--- src/rtl/sti4_share_gen.sv ---
// sti4_share_gen: splits an unmasked nibble into three Boolean shares into a 2-entry output buffer
// Ports: clk/rst_n (sync active-low); in_valid/in_ready/in_data nibble handshake;
//        rnd_valid/rnd_ready/rnd randomness handshake; out_valid/out_ready head-entry handshake;
//        sh = {s2,s1,s0}; f0/f1/f2 non-complete operand buses; acc_cnt saturating accept count;
//        rnd_starve sticky flag for a nibble offered without randomness.
module sti4_share_gen (
   input  logic        clk,
   input  logic        rst_n,
   input  logic        in_valid,
   output logic        in_ready,
   input  logic [3:0]  in_data,
   input  logic        rnd_valid,
   output logic        rnd_ready,
   input  logic [7:0]  rnd,
   output logic        out_valid,
   input  logic        out_ready,
   output logic [11:0] sh,
   output logic [7:0]  f0,
   output logic [7:0]  f1,
   output logic [7:0]  f2,
   output logic [15:0] acc_cnt,
   output logic        rnd_starve
);
   logic [11:0] mem [2];
   logic [11:0] lst;
   logic        wp, rp;
   logic [1:0]  cnt;
   logic        acc, pop;
   logic [11:0] nsh;
   assign in_ready  = (cnt != 2'd2) & rst_n;
   assign rnd_ready = in_valid & in_ready;
   assign acc       = rnd_ready & rnd_valid;
   assign out_valid = cnt != 2'd0;
   assign pop       = out_valid & out_ready;
   assign nsh       = {in_data ^ rnd[3:0] ^ rnd[7:4], rnd[7:4], rnd[3:0]};
   // an empty buffer keeps presenting the last popped entry
   assign sh = out_valid ? mem[rp] : lst;
   assign f0 = {sh[7:4], sh[11:8]};
   assign f1 = {sh[11:8], sh[3:0]};
   assign f2 = {sh[3:0], sh[7:4]};
   always_ff @(posedge clk)
      if (!rst_n) begin
         mem[0]     <= '0;
         mem[1]     <= '0;
         lst        <= '0;
         wp         <= 1'b0;
         rp         <= 1'b0;
         cnt        <= 2'd0;
         acc_cnt    <= '0;
         rnd_starve <= 1'b0;
      end else begin
         if (acc) mem[wp] <= nsh;
         if (pop) lst <= mem[rp];
         wp         <= wp ^ acc;
         rp         <= rp ^ pop;
         cnt        <= cnt + {1'b0, acc} - {1'b0, pop};
         acc_cnt    <= acc_cnt + {15'd0, acc & ~&acc_cnt};
         rnd_starve <= rnd_starve | (in_valid & in_ready & ~rnd_valid);
      end
endmodule

--- config.mk ---
export PLATFORM = sky130hd
export DESIGN_NAME = sti4_share_gen
export DESIGN_NICKNAME = d
export VERILOG_FILES = /design/src/rtl/sti4_share_gen.sv
export SDC_FILE = /design/constraint.sdc
export NUM_CORES = 1
export LEC_CHECK = 0
export ABC_CLOCK_PERIOD_IN_PS = 2600
export CORE_ASPECT_RATIO = 0.6
export CORE_MARGIN = 5
export CORE_UTILIZATION = 49
export DETAILED_ROUTE_END_ITERATION = 8
export PLACE_DENSITY = 0.8
export SLEW_MARGIN = 10
export SYNTH_ARGS = -nofsm -noshare
export SYNTH_HDL_FRONTEND = slang
export SYNTH_SLANG_ARGS = --single-unit
--- constraint.sdc ---
create_clock -name clk -period 2.6 [get_ports clk]
set_input_delay 0.78 -clock clk [delete_from_list [all_inputs] [get_ports clk]]
set_output_delay 0.78 -clock clk [all_outputs]
set_load 0.01 [all_outputs]
==> summary.md <==
| Metric | Value |
|---|---|
| DR pass1 iterations | `5` |
| Core ar. | `roughly 0.0056 mm^2` |
| Yosys warnings | `0` |
| Die Wd | `roughly 110 um` |
| Syn_nets | `308` |
| Power per cell area | `approximately 900 mW/mm^2` |
| ANT nets after route | `0` |
| CP arrival | `1.74 ns` |
| Critical Path Sink Type | `output pin` |
| Placed cells | `428` |
| Initial antenna violation count | `0` |
| Fin. Hold Viols | `0` |
| Routability cong. | `0.847` |
| Max Transition Viols Final | `0` |
| Final Non-Filler Cells | `450` |
| Place WS | `-0.371 ns` |
| CTS Hold Bufs | `0` |
| Leakage | `1.98 nW` |
| Post-synth EDFFs | `24` |
| Crit-path leading delay family | `buffers and inverters` |
| Layout Utilization | `75.8%` |
| Status | `finished, final reports clean` |
| Row count | `21` |
| Worst path required time | `between 1.5 and 2 ns` |
| Vias/cell | `5.50` |
| Clock buffer depth | `2` |
| Worst Hold Path Cells | `1` |
| Async set-reset flop share out of synthesis | `0%` |
| # setup viols final | `0` |
| Max-cap check violation count | `0` |
| Via count | `2,475` |
| Synth unique cells | `33` |
| Clock Skew | `roughly 0.011 ns` |
| Clk_lat worst skew | `0.34 ns` |
| RSZ-0062 raised after global routing | `no` |
| F_max | `about 400 MHz` |
| Worst R2R Path Depth | `9` |
| DP HPWL | `around 4800 um` |
| RR Startpoint | `acc_cnt[6]$_SDFF_PN0_` |
| Sequential fraction of the synthesis area | `roughly 50%` |
| First-pass GRT wire length | `10,600 um` |
| Die ar. | `between 0.007 and 0.008 mm^2` |
| H-tree level count | `3` |
| Initial DRC Count | `around 220` |
| Worst-Margin Slew | `0.420 ns` |
| GRT Util Overall | `19.2%` |
| Synth Register Bits | `58` |
| Hold Slack | `0.489 ns` |
| CTS sink count | `58` |
| Kind of critical path | `input pin to output pin` |
| Critical-path cell list | `clkdlybuf4s50_1, inv_1, nor3_2, clkdlybuf4s15_2` |
| Synthesized cell area | `approximately 0.0028 mm^2` |
| Peak supply drop | `roughly 0.00037 V` |
| Ratio of cells with drive above 1 in the final layout | `24.1%` |
| Reg2Reg Setup Slack | `between 0.3 and 0.4 ns` |
| Port bufs | `72` |
| Synth Flop Type | `dfxtp_1` |
| Worst hold start | `rnd_starve$_SDFF_PN0_` |
| Synth-to-Final Area Change | `49.3%` |
| Post-DR wirelength/cell | `18.3 um` |
| Worst Hold Class | `flip-flop to flip-flop` |
| Period utilization | `96.9%` |
| Vias in the first global route | `about 2,100` |
| Slowest stage cell, crit path | `clkdlybuf4s50_1` |
| Syn Area/Cell | `around 10 um^2` |
| Hold worst-path end | `rnd_starve$_SDFF_PN0_` |
| CTS clk-pin slew, worst paths | `0.07 ns` |
| Setup WS post-layout | `0.0811 ns` |
| Max_slew headroom | `71.7%` |
| Pwr Total | `a little under 4 mW` |
| Reg2reg end | `acc_cnt[4]$_SDFF_PN0_` |
| CP max FO | `2` |
| Commonest non-fill, non-tap cell in the layout | `nor2_1` |
| N_diodes | `0` |
| Minimum clock period | `2.52 ns` |
| Initial core utilization | `50.8%` |
| Drt total wl | `8240 um` |
| Num CTS Buffers | `9` |
| IO Pins | `73` |
| Global route total overflow | `0` |
| Bufs and invs on worst path | `3` |
| Critical path launch point type | `input pin` |
| Die Span Y | `69.0 um` |
| Crit path launch | `in_valid` |
| CP peak stage delay | `about 0.48 ns` |
| Most frequent cells in the layout | `nor2_1, dlymetal6s2s_1, clkdlybuf4s50_1` |
| Root buffer cell | `clkbuf_8` |
| Mapped Cells | `286` |
| Largest net degree at the start of global routing | `29` |
| # DRC | `0` |
| CTS tree | `done` |
| Final #Nets | `between 300 and 400` |
state kept, by name (all words and copies together), names as in the netlist, named ones only:
| name | flops |
|---|---|
| acc_cnt | 16 |
| cnt | 2 |
| wp | 1 |
| rnd_starve | 1 |
| rp | 1 |
| lst | 12 |
| mem | 24 |
power by group:
part,internal (mW),switching [mW]
clock,0.448,0.390
combinational,0.946,0.906
sequential,1.07,0.0939
metal layers:
layer,global-route usage [%],share of wire (%),vias to the layer above
met5,0,0,-
met4,4.25,2.3,0
met3,7.16,7.4,22
met2,29.3,46,126
met1,26.1,44,1171
li1,-,-,1156
layout make-up:
type	count	area, um^2
clock buffers	9	124
clock inverters	7	78.8
fillers	346	1360
inverters	4	15.0
multi-input cells	190	1440
flip-flops and latches	58	1410
well taps	80	100
repair buffers	102	1080
Yosys cell counts, types with 6 or more instances:
master    number  area [um^2]
nor2_1        39          146
dfxtp_1       34          681
buf_4         24          180
edfxtp_1      24          721
a21oi_1       22          110
and2_1        20          125
mux2i_1       15          150
a211oi_1      12         90.1
nand2_1        9         33.8
nand3_1        9         45.0
buf_2          7         35.0
xnor2_1        7         61.3
xor2_1         7         61.3
nor4_1         6         37.5
through the flow:
step                instance area, um^2  setup TNS [ns]
floorplan                          2840               0
global placement                   3640           -2.98
detailed placement                 3640           -4.01
CTS                                3930          -0.301
global route                       4240               0
finish                             4240               0
cells by family (layout without fill, tap and decap cells):
family / after synthesis / in the layout / synth area share [%]
buffers and inverters: 41 / 122 / 9.16
DFF: 58 / 58 / 49.3
and+or+nand+nor: 108 / 111 / 20.1
AOI/OAI and AO/OA: 45 / 45 / 9.60
xor gates and xnor gates: 14 / 14 / 4.32
muxes: 15 / 15 / 5.28
adders and majority gates: 5 / 5 / 2.20
worst max-delay path by stage:
stage                             endpoint  depth (start not counted)
floorplan           acc_cnt[12]$_SDFF_PN0_                          8
global placement                 rnd_ready                          4
detailed placement  acc_cnt[12]$_SDFF_PN0_                          9
CTS                                  f1[1]                          4
global route        acc_cnt[13]$_SDFF_PN0_                         10
finish                           rnd_ready                          4
timing repair:
item	CTS	global route
pin swaps	1	5
gates resized for setup	27	66
cloned	1	3
setup buffers	0	2
endpoints found under the setup margin	39	44
(Power assumes the default switching activity.)
